===== src/rtl/seg7_pkg.sv =====
// Shared constants and state type for the 7-segment frame reader.
// Segment codes are active-low, bit 7 is the decimal point.
package seg7_pkg;

   localparam logic [7:0] SEG_H     = 8'h89;
   localparam logic [7:0] SEG_E     = 8'h86;
   localparam logic [7:0] SEG_L     = 8'hC7;
   localparam logic [7:0] SEG_O     = 8'hC0;
   localparam logic [7:0] SEG_FILL  = 8'h08;
   localparam logic [7:0] SEG_BLANK = 8'hFF;

   localparam logic [7:0] ASCII_H       = 8'h48;
   localparam logic [7:0] ASCII_E       = 8'h45;
   localparam logic [7:0] ASCII_L       = 8'h4C;
   localparam logic [7:0] ASCII_O       = 8'h4F;
   localparam logic [7:0] ASCII_FILL    = 8'h20;
   localparam logic [7:0] ASCII_BLANK   = 8'h20;
   localparam logic [7:0] ASCII_UNKNOWN = 8'h3F;

   typedef enum logic {
      ST_IDLE,
      ST_EMIT
   } reader_state_t;

endpackage


===== src/rtl/seg7_char_decode.sv =====
// Combinational segment-code to ASCII lookup; unknown codes give '?'
// with err set.
module seg7_char_decode
   import seg7_pkg::*;
(
   input  logic [7:0] seg,
   output logic [7:0] ascii,
   output logic       err
);

   always_comb begin
      ascii = ASCII_UNKNOWN;
      err   = 1'b1;
      case (seg)
         SEG_H:     begin ascii = ASCII_H;     err = 1'b0; end
         SEG_E:     begin ascii = ASCII_E;     err = 1'b0; end
         SEG_L:     begin ascii = ASCII_L;     err = 1'b0; end
         SEG_O:     begin ascii = ASCII_O;     err = 1'b0; end
         SEG_FILL:  begin ascii = ASCII_FILL;  err = 1'b0; end
         SEG_BLANK: begin ascii = ASCII_BLANK; err = 1'b0; end
         default:   begin ascii = ASCII_UNKNOWN; err = 1'b1; end
      endcase
   end

endmodule


===== src/rtl/seg7_frame_reader.sv =====
// Snapshots an active-low 7-segment frame and streams it out as ASCII,
// digit 0 first. Optional saturating error counter: SEG7_READER_ERRCNT_EN.
module seg7_frame_reader
   import seg7_pkg::*;
#(
   parameter int pNO_LED = 8
)
(
   input  logic                        clk,
   input  logic                        rst,
   input  logic [pNO_LED-1:0][7:0]     frame_in,
   input  logic                        frame_valid,
   output logic                        frame_ready,
   output logic [7:0]                  char_out,
   output logic [$clog2(pNO_LED)-1:0]  char_idx,
   output logic                        char_valid,
   input  logic                        char_ready,
   output logic                        char_last,
   output logic                        char_err,
`ifdef SEG7_READER_ERRCNT_EN
   output logic [7:0]                  err_cnt,
`endif
   output logic                        drop
);

   localparam int IDX_W = $clog2(pNO_LED);
   localparam logic [IDX_W-1:0] LAST_IDX = IDX_W'(pNO_LED - 1);

   reader_state_t           state, state_nxt;
   logic [pNO_LED-1:0][7:0] shadow;
   logic [IDX_W-1:0]        idx, idx_nxt;
   logic                    load;
   logic [7:0]              dec_ascii;
   logic                    dec_err;

   always_comb begin
      state_nxt = state;
      idx_nxt   = idx;
      load      = 1'b0;
      case (state)
         ST_IDLE: begin
            if (frame_valid) begin
               load      = 1'b1;
               idx_nxt   = '0;
               state_nxt = ST_EMIT;
            end
         end
         ST_EMIT: begin
            if (char_ready) begin
               if (idx == LAST_IDX) state_nxt = ST_IDLE;
               else                 idx_nxt   = idx + 1'b1;
            end
         end
         default: state_nxt = ST_IDLE;
      endcase
   end

   always_ff @(posedge clk) begin
      if (rst) begin
         state  <= ST_IDLE;
         idx    <= '0;
         shadow <= {pNO_LED{SEG_BLANK}};
         drop   <= 1'b0;
      end else begin
         state <= state_nxt;
         idx   <= idx_nxt;
         if (load) shadow <= frame_in;
         // any frame offered while emitting, including the final beat, is lost
         drop  <= frame_valid && (state == ST_EMIT);
      end
   end

   seg7_char_decode u_decode (
      .seg   (shadow[idx]),
      .ascii (dec_ascii),
      .err   (dec_err)
   );

   assign frame_ready = (state == ST_IDLE);
   assign char_valid  = (state == ST_EMIT);
   assign char_out    = dec_ascii;
   assign char_idx    = idx;
   assign char_last   = char_valid && (idx == LAST_IDX);
   assign char_err    = char_valid && dec_err;

`ifdef SEG7_READER_ERRCNT_EN
   always_ff @(posedge clk) begin
      if (rst)
         err_cnt <= '0;
      else if (char_valid && char_ready && char_err && (err_cnt != 8'hFF))
         err_cnt <= err_cnt + 8'd1;
   end
`endif

endmodule


===== config.mk =====
export PLATFORM = sky130hd
export DESIGN_NAME = seg7_frame_reader
export DESIGN_NICKNAME = d
export VERILOG_FILES = /design/src/rtl/seg7_pkg.sv /design/src/rtl/seg7_char_decode.sv /design/src/rtl/seg7_frame_reader.sv
export SDC_FILE = /design/constraint.sdc
export NUM_CORES = 1
export LEC_CHECK = 0
export BUFFER_PORTS_ARGS = -buffer_cell sky130_fd_sc_hd__buf_4
export CORE_MARGIN = 4
export CORE_UTILIZATION = 45
export CTS_CLUSTER_DIAMETER = 150
export DETAILED_ROUTE_END_ITERATION = 10
export GPL_TIMING_DRIVEN = 0
export PLACE_DENSITY = 0.72
export SETUP_SLACK_MARGIN = 0.1
export SLEW_MARGIN = 20
export SYNTH_ARGS = -nofsm -noshare
export SYNTH_HDL_FRONTEND = slang
export SYNTH_HIERARCHICAL = 1
export SYNTH_SLANG_ARGS = --single-unit

===== constraint.sdc =====
create_clock -name clk -period 2.35 [get_ports clk]
set_input_delay 0.235 -clock clk [delete_from_list [all_inputs] [get_ports clk]]
set_output_delay 0.235 -clock clk [all_outputs]
set_load 0.01 [all_outputs]

==> impl_metrics.ini <==
[synth]
synth_xor_area_share_pct = 0
syn_nets = 432
synthAdderAreaFrac_pct = 0.7513
syn_area_per_cell_sq_um = 9.201
syn-cell-area_sq_um = 3331
synth_edf_count = 0
synthMuxAreaShare_pct = 15.33
yosysTopAreaCellShare_pct = 41.47
synthSimpleGateAreaFrac_pct = 35.73
ys.warnings.count = 6
synth-seq-cells = 69
synth.largest_area_cell = dfxtp_1
synth_cell_types = 37
ys_seq_area_share_pct = 41.47
synth_top_family_by_area = simple AND/OR/NAND/NOR gates
synth_compound_area_share_pct = 2.029
synth_area_leaders = dfxtp_1 41%, nand2_1 15%, nand3b_1 15%, mux4_1 7.1%, mux4_2 4.7%
synth-async-reset-ratio_pct = 0
yosysMostFrequentCell = nand2_1
netlist_instances = 362
synth_common_cells = 134 x nand2_1, 69 x dfxtp_1, 66 x nand3b_1, 13 x clkbuf_1, 9 x mux4_1
synth_ff_type = dfxtp_1

[finish]
stdcell_count = 571
nets = 537
area_growth_pct = 35.73
drive_above_1_share_pct = 32.42
diodes = 0
final_area_sq_um = 4521

[placement]
hpwl_mm = 6.038
placed_area_sq_um = 4069
gp_congestion = 0.7737
dpl.cell_count = 542
pre_cts_ws_ps = -551.2
port_buffers = 81

[floorplanning]
initial_core_util_pct = 46.17
die_x_um = 94.03
core-area_sq_um = 7214
io_pins = 84
die_area_sq_um = 8842
die_y_um = 94.03
rows = 31

[clocking]
clk_pin_slew_ps = 80
clock_latency_ps = 340
cts.hold.buffers_added = 0
cts.sinks = 69
cts_tree = yes
cts_inserted_buffers = 9
clock-root-buffer = clkbuf_8
clock_path_buffers = 2
htreeDepth = 3

[drt]
route.detailed.drc = 0
wl_per_cell_um = 14.66
ant_nets = 0
drt-total-wl_mm = 8.371
viasPerCell = 4.967
vias = 2836
dr.pass1.iters = 4
drt_iter0_drc = 114

[sta]
worst_pin_slew_ps = 672.4
final_hold_viol_count = 0
fin_skew_ps = 5.039
grt_setup_unrepaired = yes
drv_slew = 0
min_period_over_period_pct = 133.5
slew_headroom_pct = 55.17
setup_viol_count_final = 8
finalWorstSetupSlack_ps = -786.9
fin_crit_ps = 3137
max_clock_freq_mhz = 318.8

[critical_path]
required_ps = 2120
timing.critical_path.fanout_max = 5
critical_path_arrival_ps = 2900
cp-end-kind = output pin
path_class = flip-flop to output pin
reg2reg_slack_ps = 830
start_kind = flip-flop

[global_route]
grt_pass1_wl_mm = 13.64
gr-usage-all-layers_pct = 19.89
grt_max_degree = 13
grt_overflow = 0
antenna_found_initial = 0
first_global_vias = 2816

[power_and_ir_drop]
pwr_density_cell_nw_per_um2 = 671.7
leakagePower_uw = 0.002003
total_power_uw = 3036
vdd_drop_max_mv = 0.4380

[outcome]
violations = negative setup slack
run_status = finished with violations

[worst_hold_path]
min_path_type = input port to flip-flop

[run]
drv_cap = 0
[power breakdown]
part | leakage (uW) | internal (uW) | switching, uW
Combinational | 0.00130 | 296 | 240
Sequential | 0.000574 | 1260 | 52.7
Clock | 0.000124 | 738 | 451
Total | 0.00200 | 2290 | 744
[registers in the layout, summed over array words and instances (netlist names)]
register / count
char_valid: 1
char_idx: 3
shadow: 64
drop: 1
[cells in the final DEF (no fill, tap or decap), drive strengths merged, types with 5 or more instances in the layout]
cell type  count
buf          108
clkbuf        24
dfxtp         69
mux2           8
mux4          16
nand2        135
nand3          5
nand3b        66
nor2           5
[what timing repair did]
action / CTS / global route
pin swaps: 7 / 6
setup buffers: 9 / 3
gates cloned: 1 / 0
endpoints found under the setup margin: 8 / 8
gates resized for setup: 19 / 4
[worst max-delay path, cell delays in order, from the launching register on]
cell	delay, ps
dfxtp_4	380
buf_8	130
buf_12	110
mux4_2	510
mux2_4	310
nor4b_4	370
and4_4	300
a211oi_4	40
nand2_2	120
inv_2	30
and2_4	150
buf_6	110
[final cells by class]
cell class / count / area (sq um)
Sequential cell: 69 / 1386
Timing Repair Buffer: 94 / 760.7
Tap cell: 99 / 123.9
Fill cell: 633 / 2694
Inverter: 4 / 15.01
Clock inverter: 5 / 107.6
Clock buffer: 11 / 141.4
Multi-Input combinational cell: 262 / 1836
Buffer: 27 / 150.1
[per-layer routing]
metal  vias to the layer above  GRT usage (%)  wire length [um]
li1                       1435              -                 -
met1                      1321          26.38              3695
met2                        71          32.53              4153
met3                         9          2.804               412
met4                         0          8.183               110
met5                         -              0                 0
[path summary, 6_finish.rpt]
kind               start    endpoint  cells after the start
max reg2reg   char_valid  shadow[32]                      5
max          char_idx[0]    char_err                     11
min reg2reg   shadow[12]  shadow[12]                      2
min           char_ready  char_valid                      2
[cells by family after synthesis]
| family | Yosys count |
|---|---|
| compound gates | 8 |
| fa+ha+maj | 2 |
| buf+inv | 31 |
| flops | 69 |
| mux | 24 |
| other cells | 1 |
| simple gates | 227 |
[per-stage QoR]
| step | setup TNS, ps | hold slack, ps | utilization, % |
|---|---|---|---|
| global route | -6395 | 84.09 | 62.66 |
| detailed placement | -3261 | 441.9 | 56.40 |
| global placement | -3203 | 435.3 | 56.40 |
| CTS | -5536 | 80.09 | 62.14 |
| floorplan | -951.6 | 330.6 | - |
| finish | -5624 | 85.44 | 62.66 |
Note: power is estimated with default switching activity, not from simulation.
